===== src/rtl/key_pkg.sv =====
// Shared types and constants for the pushbutton conditioning path.
// Imported by the per-channel key logic and by the multi-channel wrapper.
package key_pkg;

    typedef enum logic [2:0] {
        IDLE  = 3'd0,
        PRESS = 3'd1,
        HOLD  = 3'd2,
        RPT   = 3'd3,
        REL   = 3'd4
    } key_state_t;

    localparam logic [1:0] KM_ONESHOT = 2'b00;
    localparam logic [1:0] KM_LEVEL   = 2'b01;
    localparam logic [1:0] KM_REPEAT  = 2'b10;

    function automatic int max_int(input int a, input int b);
        return (a > b) ? a : b;
    endfunction

endpackage


===== src/rtl/key_channel.sv =====
// One pushbutton channel: 2-flop synchroniser, debounce filter and press FSM.
//
//   state | meaning
//   IDLE  | key released, waiting for a debounced press
//   PRESS | first cycle of a press, set pulses
//   HOLD  | key held, repeat timer running
//   RPT   | auto-repeat pulse cycle
//   REL   | one-cycle release pulse
module key_channel
    import key_pkg::*;
#(
    parameter int DEBOUNCE      = 4,
    parameter int REPEAT_DELAY  = 8,
    parameter int REPEAT_PERIOD = 4
) (
    input  logic       Clock,
    input  logic       Reset,
    input  logic       pressed_i,
    input  logic [1:0] mode_i,
    output logic       set_o,
    output logic       released_o,
    output logic       held_o
);

    localparam int TW = (max_int(REPEAT_DELAY, REPEAT_PERIOD) > 2)
                        ? $clog2(max_int(REPEAT_DELAY, REPEAT_PERIOD)) : 1;
    localparam logic [TW-1:0] LOAD_DELAY  = TW'(REPEAT_DELAY - 2);
    localparam logic [TW-1:0] LOAD_PERIOD = TW'(REPEAT_PERIOD - 2);

    logic sync1_q;
    logic sync2_q;
    logic held_w;

    always_ff @(posedge Clock) begin
        if (Reset) begin
            sync1_q <= 1'b0;
            sync2_q <= 1'b0;
        end else begin
            sync1_q <= pressed_i;
            sync2_q <= sync1_q;
        end
    end

    generate
        if (DEBOUNCE == 0) begin : g_bypass
            assign held_w = sync2_q;
        end else begin : g_debounce
            localparam int CW = $clog2(DEBOUNCE + 1);
            localparam logic [CW-1:0] CNT_LAST = CW'(DEBOUNCE - 1);

            logic [CW-1:0] cnt_q;
            logic [CW-1:0] cnt_d;
            logic          held_q;
            logic          held_d;

            // Any cycle where the input agrees with the filtered level restarts the count.
            always_comb begin
                cnt_d  = '0;
                held_d = held_q;
                if (sync2_q != held_q) begin
                    if (cnt_q == CNT_LAST) begin
                        held_d = sync2_q;
                    end else begin
                        cnt_d = cnt_q + CW'(1);
                    end
                end
            end

            always_ff @(posedge Clock) begin
                if (Reset) begin
                    cnt_q  <= '0;
                    held_q <= 1'b0;
                end else begin
                    cnt_q  <= cnt_d;
                    held_q <= held_d;
                end
            end

            assign held_w = held_q;
        end
    endgenerate

    key_state_t    state_q;
    key_state_t    state_d;
    logic [TW-1:0] tmr_q;
    logic [TW-1:0] tmr_d;

    always_ff @(posedge Clock) begin
        if (Reset) begin
            state_q <= IDLE;
            tmr_q   <= '0;
        end else begin
            state_q <= state_d;
            tmr_q   <= tmr_d;
        end
    end

    always_comb begin
        state_d = state_q;
        tmr_d   = tmr_q;
        case (state_q)
            IDLE: begin
                if (held_w) state_d = PRESS;
            end
            PRESS: begin
                tmr_d   = LOAD_DELAY;
                state_d = held_w ? HOLD : REL;
            end
            HOLD: begin
                // Timer parks at zero so a later switch to repeat mode fires at once.
                if (!held_w) begin
                    state_d = REL;
                end else if (mode_i == KM_REPEAT && tmr_q == '0) begin
                    state_d = RPT;
                end else if (tmr_q != '0) begin
                    tmr_d = tmr_q - TW'(1);
                end
            end
            RPT: begin
                tmr_d   = LOAD_PERIOD;
                state_d = held_w ? HOLD : REL;
            end
            REL: begin
                state_d = IDLE;
            end
            default: begin
                state_d = IDLE;
            end
        endcase
    end

    always_comb begin
        set_o      = 1'b0;
        released_o = 1'b0;
        case (state_q)
            PRESS:   set_o      = 1'b1;
            RPT:     set_o      = 1'b1;
            HOLD:    set_o      = (mode_i == KM_LEVEL);
            REL:     released_o = 1'b1;
            default: set_o      = 1'b0;
        endcase
    end

    assign held_o = held_w;

endmodule


===== src/rtl/key_conditioner.sv =====
// Multi-channel pushbutton front end: one independent key_channel per KEY pin.
// Mode bits for channel i live at mode[2i+1:2i].
module key_conditioner
    import key_pkg::*;
#(
    parameter int N_CH          = 4,
    parameter int DEBOUNCE      = 4,
    parameter int REPEAT_DELAY  = 8,
    parameter int REPEAT_PERIOD = 4
) (
    input  logic              Clock,
    input  logic              Reset,
    input  logic [N_CH-1:0]   pressed,
    input  logic [2*N_CH-1:0] mode,
    output logic [N_CH-1:0]   set,
    output logic [N_CH-1:0]   released,
    output logic [N_CH-1:0]   held
);

    generate
        for (genvar i = 0; i < N_CH; i++) begin : g_ch
            key_channel #(
                .DEBOUNCE      (DEBOUNCE),
                .REPEAT_DELAY  (REPEAT_DELAY),
                .REPEAT_PERIOD (REPEAT_PERIOD)
            ) u_ch (
                .Clock      (Clock),
                .Reset      (Reset),
                .pressed_i  (pressed[i]),
                .mode_i     (mode[2*i +: 2]),
                .set_o      (set[i]),
                .released_o (released[i]),
                .held_o     (held[i])
            );
        end
    endgenerate

endmodule


===== config.mk =====
export PLATFORM = sky130hd
export DESIGN_NAME = key_conditioner
export DESIGN_NICKNAME = d
export VERILOG_FILES = /design/src/rtl/key_pkg.sv /design/src/rtl/key_channel.sv /design/src/rtl/key_conditioner.sv
export SDC_FILE = /design/constraint.sdc
export NUM_CORES = 1
export LEC_CHECK = 0
export CAP_MARGIN = 20
export CORE_AREA = 2 2 66 68
export CTS_BUF_LIST = sky130_fd_sc_hd__clkbuf_8
export CTS_CLUSTER_SIZE = 14
export DETAILED_ROUTE_END_ITERATION = 8
export DIE_AREA = 0 0 68 70
export PLACE_DENSITY = 0.75
export REMOVE_ABC_BUFFERS = 1
export SKIP_CTS_REPAIR_TIMING = 1
export SYNTH_ARGS = -nofsm -noshare
export SYNTH_HDL_FRONTEND = slang
export SYNTH_SLANG_ARGS = --single-unit

===== constraint.sdc =====
create_clock -name Clock -period 1.74 [get_ports Clock]
set_input_delay 0.348 -clock Clock [delete_from_list [all_inputs] [get_ports Clock]]
set_output_delay 0.348 -clock Clock [all_outputs]
set_load 0.1 [all_outputs]

# == Yosys cells after proc, flatten, opt, wreduce, memory -nomap -nowiden ==
# Cells that the tools add are included.
# totals
register_bits,48
latchBits,0
ram_bits,0
rom_bits,0
in_bits,14
out_inout_bits,12
word_cells,172
memories,0
# classes
n_addsub,8
multipliers,0
div_mod_pow,0
magnitude_cmp,0
n_eq_ne,52
shift,0
muxes,44
bitwise_logic,4
reduce_logical,40
# op_table
op,count
2-to-1 mux 3 bit,28
case mux 3 bit (3 select lines),8
equality test 3 x 2 -> 1 bit (second input constant),12
zero test 3 bit,8
!= test 2 x 1 -> 1 bit (second input constant),12
nonzero test 3 bit,8
AND reduction 2 bit,8
AND reduction 4 bit,4
adder 3 x 1 -> 3 bit (second input constant),4
equality test 3 x 1 -> 1 bit (second input constant),4
equality test 3 bit (second input constant),4
!= test 3 bit (second input constant),4
OR reduction 3 bit,4
subtractor 3 x 1 -> 3 bit (second input constant),4
equality test 2 x 1 -> 1 bit (second input constant),4
equality test 2 bit (second input constant),4
!= test 2 bit (second input constant),4
case mux 1 bit (2 select lines),4
OR reduction 2 bit,4
logical AND 1 bit,4
2-to-1 mux 1 bit,4
!= test 1 bit,4
inverter 1 bit,4

# == Depth between registers and ports, before layout ==
# depth
word_depth,5
mapped_depth,6
ltp_nobuf,6

# == Hierarchy ==
# A second synthesis with hierarchy kept.
# hier_totals
cells_unflattened,260
hier_area_um2,2337.2
# by_module_without_submodules
module,instances,cells_each,area_each_um2,seq_area_each_um2
key_channel,4,65,584.3,240.2

# == Worst setup path after synthesis ==
# No wires, ideal clock.
# synth_path
path_type,register to register
from,reg g_ch[0].u_ch.tmr_q[0]
to,reg g_ch[0].u_ch.tmr_q[0]
setup_ps,71
arrival_ps,1333
t_required_ps,1669
setup_slack_ps,336
stages_incl_launch_ff,7
n_path_buf,0
period_less_slack_ps,1404
cell_sequence,dfxtp_1 inv_1 ha_1 nand2b_1 a31oi_2 or4_1 a21oi_1
# synth_via
elab_chain_cells,5
word_cells_on_any_way,11
cone_classes,add/sub (1); eq/ne (2); mux (4); reduce/logical (4)
# synth_lines
item,line,text
from (decl),key_channel.sv:85,logic [TW-1:0] tmr_q;
from (signal assigned),key_channel.sv:94,tmr_q <= tmr_d;
subtractor 3 x 1 -> 3 bit,key_channel.sv:116,tmr_d = tmr_q - TW'(1);
2-to-1 mux 3 bit,key_channel.sv:115,end else if (tmr_q != '0) begin
2-to-1 mux 3 bit,key_channel.sv:113,end else if (mode_i == KM_REPEAT && tmr_q == '0) begin
2-to-1 mux 3 bit,key_channel.sv:111,if (!held_w) begin
case mux 3 bit (3 select lines),key_channel.sv:101,case (state_q)
# Several ways; a longest one is shown, not always the timed one. The select of a mux whose other input is x is not followed.
# A chain may end at the register's enable or synchronous reset.

# == Final worst setup path ==
# layout_path
from,in mode[4]
to,out set[2]
# layout_via
elab_chain_cells,2
# layout_lines
item,line,text
from (decl),key_conditioner.sv:14,"input logic [2*N_CH-1:0] mode,"
equality test 2 x 1 -> 1 bit,key_channel.sv:138,HOLD: set_o = (mode_i == KM_LEVEL);
case mux 1 bit (2 select lines),key_channel.sv:135,case (state_q)
to (decl),key_conditioner.sv:15,"output logic [N_CH-1:0] set,"
# Every way passes these cells.

==> reports/qor.txt <==
Filler cells - 341
TritonRoute pass-1 iters - 4
fmax - 0.594 GHz
initial DRC count - 82
worst slack, placed - 0.0659 ns
P_leak - 0.982 nW
final setup violation count - 0
height of the die - 70 um
placed cells - 303
P per Cell Area - 747 nW/um^2
Initial Util - 52.2%
HPWL after DPL - 2370 um
Skew-Pair Late Insertion Delay - 0.29 ns
Cell Rows - 24
H-tree depth - 2
clk sinks - 48
antenna viol nets, final - 0
Core Footprint - 4140 sq um
Worst setup EP type - primary output
worst path required time - 1.39 ns
vias in the first global route - 1470
full die area - 4760 sq um
Clock Skews - 0.00539 ns
#FFs+latches synth - 48
fraction of layout cells with a size suffix above 1 - 10.8%
Power Total - 1.97 mW
final hold vios - 0
routability cong. - 0.764
CTS root buffer - clkbuf_8
total of max-cap violations - 0
CP max FO - 2
Design Area, Final - 2630 sq um
unrepaired setup endpoints after global routing - false
most common cell after layout, fill and taps aside - dfxtp_1
PortBufs - 25
drt via density - 5.13
vias - 1594
register area share after synthesis - 44.4%
largest net degree at the start of global routing - 33
yosys warns - 0
data arrival time of the worst path - 1.33 ns
first-pass GRT wire length - 5920 um
area post-placement - 2500 sq um
Avg Inst Size Synth - 8.84 sq um
clock-pin slew on the worst setup and hold paths - 0.08 ns
commonest cells after routing, fill and taps aside - dfxtp_1 (48), nor2_1 (36), inv_1 (24)
leading area contributor after synthesis - dfxtp_1
Mapped Cells - 245
TritonCTS clock tree - built
GRT overflow - 0
Post-Layout Cell Count - 311
min Tclk post-route - 1.68 ns
WL/cell - 10.9 um
DRC Markers - 0
Overall Global Routing Usage - 15.8%
R2R cell count - 6
area growth from synthesis to layout - 21.6%
Worst Tran Pin Value - 0.354 ns
status - finished, final reports clean
startpoint types - input pin
Slew HR - 76.4%
Post-synth EDFFs - 0
maximum clock insertion buffer count - 2
largest cells by area after synthesis - dfxtp_1 (44%), ha_1 (9.2%), nor2_1 (6.2%), buf_4 (4.2%), inv_1 (4.2%)
final worst slack - 0.0571 ns
IO Pins - 26
final cycle utilization of the critical path - 96.7%
HP Class - reg2reg
Hold Path Depth - 1
area share of the largest cell type after synthesis - 44.4%
WHS - 0.426 ns
main flop type after synthesis - dfxtp_1
max-slew violations - 0
final wirelength - 3380 um
Worst R2R Setup Slack - 0.20 ns
Final nets - 288
Async SR Flop Fraction - 0%
initial antenna violation count - 0
Ant. Diodes - 0
Peak VDD IR - 491 uV
Die X-Extent - 68 um
TritonCTS Buffers - 5
Unique masters post-synth - 33
synthesized area - 2160 sq um
CP Class - in2out
==> metrics by stage <==
stage	TNS [ns]	utilization, %
final	0	63.5
after detailed placement	0	60.4
after floorplan	-4.37	-
after CTS	-0.0281	63.1
after global placement	0	60.4
after global routing	0	63.5
==> synth_stat cells (5+ instances only) <==
cell / count
nand2_1: 9
dfxtp_1: 48
nor4_1: 6
clkbuf_1: 6
buf_4: 12
a21oi_1: 10
nor2b_1: 8
a31oi_1: 8
nor3_1: 6
nand2b_1: 5
o21ai_0: 8
ha_1: 16
inv_1: 24
nor2_1: 36
==> where the power goes <==
group | leakage [nW] | internal (mW) | total (mW) | switching [mW]
registers | 0.389 | 1.11 | 1.11 | 0.00493
logic | 0.539 | 0.0423 | 0.0706 | 0.0283
clock network | 0.0541 | 0.425 | 0.783 | 0.357
==> cell families (layout without fill, tap and decap cells) <==
family / after synthesis / in the layout / share of synthesized area [%]
muxes: 4 / 4 / 1.85
DFF: 48 / 48 / 44.4
adders and majority gates: 16 / 16 / 9.25
and+or+nand+nor: 82 / 82 / 18.3
AOI/OAI and AO/OA: 45 / 45 / 14.4
xor gates and xnor gates: 4 / 4 / 1.62
buffers and inverters: 46 / 60 / 10.2
==> state kept, by name, indices dropped and copies added (netlist names) <==
name,count
g_ch.u_ch.sync2_q,4
g_ch.u_ch.state_q,12
g_ch.u_ch.held_o,4
g_ch.u_ch.sync1_q,4
g_ch.u_ch.tmr_q,12
g_ch.u_ch.g_debounce.cnt_q,12
==> critical path: stages <==
cell	delay [ns]
clkdlybuf4s50_1	0.48
a31oi_1	0.10
nor2_1	0.20
buf_12	0.21
==> per-layer routing <==
| metal | track usage, % | routed length, um | share of wire [%] | vias up |
|---|---|---|---|---|
| li1 | - | - | - | 840 |
| met1 | 18.8 | 1620 | 48 | 731 |
| met2 | 26.8 | 1640 | 48 | 21 |
| met3 | 4.03 | 99 | 2.9 | 2 |
| met4 | 6.00 | 21 | 0.62 | 0 |
| met5 | 0 | 0 | 0 | - |
==> path summary, 6_finish.rpt <==
check / startpoint / end
hold / removal: g_ch[1].u_ch.g_debounce.cnt_q[0] / g_ch[1].u_ch.g_debounce.cnt_q[0]
setup reg to reg: g_ch[0].u_ch.tmr_q[0] / g_ch[0].u_ch.tmr_q[0]
hold reg to reg: g_ch[1].u_ch.g_debounce.cnt_q[0] / g_ch[1].u_ch.g_debounce.cnt_q[0]
setup / recovery: mode[4] / set[2]
==> cell type report <==
type | instances | area (sq um) | area share, %
Tap cell | 52 | 65.1 | 2.47
Clock inverter | 3 | 42.5 | 1.62
Inverter | 24 | 90.1 | 3.42
Multi-Input combinational cell | 151 | 1000 | 38.0
Timing Repair Buffer | 28 | 405 | 15.4
Clock buffer | 5 | 68.8 | 2.61
Sequential cell | 48 | 961 | 36.5
Power figures use the tool's default switching activity.
==> RTL change 1, RTL diff (same settings) <==
Register the input `mode` before use. The logic sees it one clock later. The other inputs are not delayed to match.
--- a/src/rtl/key_conditioner.sv
+++ b/src/rtl/key_conditioner.sv
@@ -17,6 +17,12 @@
     output logic [N_CH-1:0]   held
 );
 
+    logic [2*N_CH-1:0] mode_q;
+
+    always_ff @(posedge Clock) begin
+        mode_q <= mode;
+    end
+
     generate
         for (genvar i = 0; i < N_CH; i++) begin : g_ch
             key_channel #(
@@ -27,7 +33,7 @@
                 .Clock      (Clock),
                 .Reset      (Reset),
                 .pressed_i  (pressed[i]),
-                .mode_i     (mode[2*i +: 2]),
+                .mode_i     (mode_q[2*i +: 2]),
                 .set_o      (set[i]),
                 .released_o (released[i]),
                 .held_o     (held[i])
Check against the original RTL: not equivalent (a bounded check fails within 10 cycles, from zero or initial values and one cycle with Reset high).
==> RTL change 1 against the unedited design <==
  * First-iteration DRC count decreased by 17%
  * Sequential cell count increased by 8
  * Total power increased by 5.5%
  * Worst setup slack improved by 0.040 ns
  * Routed wire length increased by 10%
  * Area after synthesis increased by 9.7%
  * Cell area increased by 6.1%
  * Critical path type is now reg2out
  * Largest power group unchanged
==> RTL change 1: results (changes against the unedited design) <==
STA
  – Hold slack: 0.428 ns (+0.00165 ns)
  – Slew headroom: 73.9% (-2.4 points)
  – Skew final: 0.00631 ns (+0.000920 ns)

Routing
  – DR WL met3: 141 microns (+42%)
  – Detailed Route Iter0 Violations: 68 (-17%)
  – WL/cell: 11.7 microns (+7.3%)
  – DR top layer: met4
  – DRT met1 WL: 1640 microns (+1.2%)
  – Routed wire length: 3730 microns (+10%)
  – Metal2 WL: 1840 microns (+12%)
  – Vias post-DR: 1705 (+7.0%)

Worst setup path
  – Crit-path max FO: 7 (+5)
  – CP Data Required Time: 1.39 ns (about the same)
  – Arr. time, crit path: 1.30 ns (-0.03 ns)
  – Reg-to-reg slack, setup: between 0.2 and 0.25 ns
  – CP max-delay cell: dfxtp_1
  – Crit Path Class: reg2out
  – Delay-heaviest family, CP: flip-flops

Run status
  – Status: finished, final reports clean

Synth
  – Avg Inst Size Synth: 9.39 sq um (+6.2%)
  – Sequential area share after synthesis: 47.2% (+2.8 points)
  – Post-synthesis async set-or-reset flop share: 0% (unchanged)
  – Synth Area in Compound Gates: 13.1% (-1.3 points)
  – Synth Area in XOR/XNOR: 1.48% (-0.14 points)
  – Synth area leaders: dfxtp_1, ha_1, nor2_1, buf_4, inv_1
  – Yosys cell types: 43 (+30%)
  – Commonest cells post-synth: dfxtp_1, nor2_1, inv_1
  – Post-synthesis mux area share: 1.69% (-0.16 points)

Placed design
  – Placed cell areas: 2690 sq um (+7.4%)
  – Placed cell count: 312 (+3.0%)
  – Final RePlAce weighted congestion: 0.837 (+9.6%)
  – Post-DP HPWL: 2640 microns (+12%)
  – Dpl ws: 0.149 ns (+0.0833 ns)

Hold path
  – Hold Crit Start: g_ch[3].u_ch.g_debounce.cnt_q[0]$_SDFF_PP0_

Final layout
  – FILL cells: 335 (-1.8%)
  – Top flop regs: g_ch.u_ch.g_debounce.cnt_q (12), g_ch.u_ch.state_q (12), g_ch.u_ch.tmr_q (12)
  – Nets: 297 (+3.1%)

Global route
  – GR met2 Demand/Resource: 28.8% (+2.0 points)
  – Met1 Resource Use GR: 21.4% (+2.5 points)
  – GRT Util Overall: 17.6% (+1.7 points)
  – First-pass GRT wire length: 6510 microns (+10%)
  – Initial antenna violation count: 0 (unchanged)
  – M3 GR Usage: 2.90% (-1.1 points)
  – Largest net degree at the start of global routing: 31 (-6.1%)
  – Vias in the first global route: 1592 (+8.3%)

Power and ir drop
  – Lkg Pwr: 1.04 nW (+6.1%)
  – Worst VDD drop: 0.000661 V (+35%)

Clock tree
  – Clock latency on the worst-skew pair: 0.31 ns (+0.02 ns)
## RTL change 1: changes by cell type after synthesis, moves of 2 or more
cell	change
nand3b_1	+3
o31a_1	-2
nor2_1	-4
or3_1	+2
buf_1	-2
inv_2	+2
dfxtp_1	+8
inv_1	-4
o31ai_1	+2
nand3_1	+3
nand2_1	-3
a21oi_1	+2
## RTL change 1: power by group
group	switching [mW]	leakage, nW	total (mW)	internal [mW]
Clock	0.408	0.0445	0.694	0.286
Sequential	0.00824	0.458	1.31	1.30
Combinational	0.0267	0.539	0.0714	0.0447
Total	0.442	1.04	2.08	1.63
## RTL change 1: final cells by class
type	instances	area, sq um	area share, %
clock buffer	5	68.8	2.46
multi-input combinational	152	1010	36.3
timing repair buffer	29	413	14.8
inverter	23	86.3	3.09
sequential	56	1130	40.3
clock inverter	3	21.3	0.761
tap	52	65.1	2.33
## RTL change 1: worst max-delay path by stage
stage          cells after the start                              endpoint                                  from
6_report                           3                                set[2]  g_ch[2].u_ch.state_q[1]$_SDFFE_PP0P_
2_1_floorplan                      2                           released[2]  g_ch[2].u_ch.state_q[2]$_SDFFE_PP0P_
4_1_cts                            3                           released[2]  g_ch[2].u_ch.state_q[2]$_SDFFE_PP0P_
5_1_grt                            2                           released[1]  g_ch[1].u_ch.state_q[2]$_SDFFE_PP0P_
3_3_place_gp                       4  g_ch[1].u_ch.state_q[0]$_SDFFE_PP0P_                                 Reset
3_5_place_dp                       4  g_ch[1].u_ch.state_q[0]$_SDFFE_PP0P_                                 Reset
## RTL change 1: cells by family after synthesis
group	count (synthesis)
flip-flops	56
AO/OA/AOI/OAI	46
buffers and inverters	45
multiplexers	4
XOR/XNOR	4
AND/OR/NAND/NOR	82
adder cells (fa/ha/maj)	16
==> RTL change 2, RTL diff (config.mk and constraints unchanged) <==
Without the edit above. `REPEAT_DELAY` is set to 8 in 2 places; all go to 16.
--- a/src/rtl/key_channel.sv
+++ b/src/rtl/key_channel.sv
@@ -10,7 +10,7 @@
     import key_pkg::*;
 #(
     parameter int DEBOUNCE      = 4,
-    parameter int REPEAT_DELAY  = 8,
+    parameter int REPEAT_DELAY  = 16,
     parameter int REPEAT_PERIOD = 4
 ) (
     input  logic       Clock,
--- a/src/rtl/key_conditioner.sv
+++ b/src/rtl/key_conditioner.sv
@@ -5,7 +5,7 @@
 #(
     parameter int N_CH          = 4,
     parameter int DEBOUNCE      = 4,
-    parameter int REPEAT_DELAY  = 8,
+    parameter int REPEAT_DELAY  = 16,
     parameter int REPEAT_PERIOD = 4
 ) (
     input  logic              Clock,
Function: no difference found for any inputs over 10 cycles, from zero or initial values and one cycle with Reset high; that may be too few to reach the edited logic, so the function may still have changed.
==> RTL change 2 against the unedited design <==
  * Worst setup slack got worse by 0.0084 ns
  * Fmax decreased by 0.50%
  * Via count increased by 17%
  * Cell area increased by 11%
  * Routed wire length increased by 29%
  * Area after synthesis increased by 11%
  * Total power increased by 8.1%
  * Worst hold slack got worse by 0.0034 ns
  * Sequential cell count increased by 4
  * Sequential share of layout area decreased by 0.58 points
  * Critical path depth unchanged
  * Clock power increased by 3.3%
  * Sequential power increased by 9%
  * Die area unchanged
  * Largest cell class unchanged
  * Highest routed layer unchanged
==> RTL change 2: results (changes against the unedited design) <==
Run status
  – Status: finished, final reports clean

STA
  – Slew headroom: 74.2% (-2.1 points)
  – Skew final: 0.00497 ns (-0.000413 ns)
  – Setup ws final: 0.0486 ns (-0.00842 ns)
  – Hold slack: 0.422 ns (-0.00340 ns)

Routing
  – DR WL met3: 146 microns (+47%)
  – DRT met1 WL: 1980 microns (+22%)
  – Detailed Route Iter0 Violations: 81 (-1.2%)
  – Metal2 WL: 2210 microns (+35%)
  – WL/cell: 13.0 microns (+20%)

Global route
  – GR met2 Demand/Resource: 32.6% (+5.8 points)
  – Largest net degree at the start of global routing: 23 (-30%)
  – M3 GR Usage: 5.15% (+1.1 points)
  – First-pass GRT wire length: 7270 microns (+23%)
  – GRT Util Overall: 19.6% (+3.8 points)
  – Met1 Resource Use GR: 25.3% (+6.5 points)
  – Vias in the first global route: 1691 (+15%)

Synth
  – Sequential area share after synthesis: 43.2% (-1.2 points)
  – Avg Inst Size Synth: 9.17 sq um (+3.8%)
  – Yosys cell types: 48 (+45%)

Placed design
  – Final RePlAce weighted congestion: 0.839 (+9.8%)
  – Dpl ws: -0.00342 ns (-0.0693 ns)
  – Placed cell areas: 2770 sq um (+11%)
  – Placed cell count: 327 (+7.9%)
  – Post-DP HPWL: 2970 microns (+25%)

Worst setup path
  – Critical path origin: mode[5]
  – Reg-to-reg slack, setup: 0.12 ns (-0.08 ns)

Hold path
  – Hold Crit Start: g_ch[2].u_ch.g_debounce.cnt_q[0]$_SDFF_PP0_

Power and ir drop
  – Worst VDD drop: 0.000455 V (-7.4%)
  – Lkg Pwr: 1.09 nW (+11%)

Final layout
  – Top flop regs: g_ch.u_ch.tmr_q (16), g_ch.u_ch.g_debounce.cnt_q (12), g_ch.u_ch.state_q (12)
  – Nets: 308 (+6.9%)
  – Share of cells above drive strength 1: 15.5% (+4.7 points)
## RTL change 2: cells by family after synthesis
group                      after synthesis  synth area share [%]
DFF                                     52                  43.2
and+or+nand+nor                        103                  24.8
AOI/OAI and AO/OA                       42                  12.3
muxes                                    6                  2.49
adders and majority gates               12                  6.22
xor gates and xnor gates                 4                  1.45
buffers and inverters                   44                  9.54
## RTL change 2: area by class of cell
cell class                      instances  area, sq um  share of cell area [%]
Timing Repair Buffer                   32          435                    15.0
Clock inverter                          3         38.8                    1.33
Multi-Input combinational cell        167         1170                    40.1
Tap cell                               52         65.1                    2.23
Inverter                               24         90.1                    3.09
Clock buffer                            5         68.8                    2.36
Sequential cell                        52         1050                    35.9
## RTL change 2: power groups by stage
stage | clock (mW) | sequential, mW | combinational (mW)
detailed placement | 0 | 1.24 | 0.103
global route | 0.874 | 1.22 | 0.114
finish | 0.809 | 1.21 | 0.102
floorplan | 0 | 1.24 | 0.0404
CTS | 0.827 | 1.22 | 0.103
global placement | 0 | 1.24 | 0.101
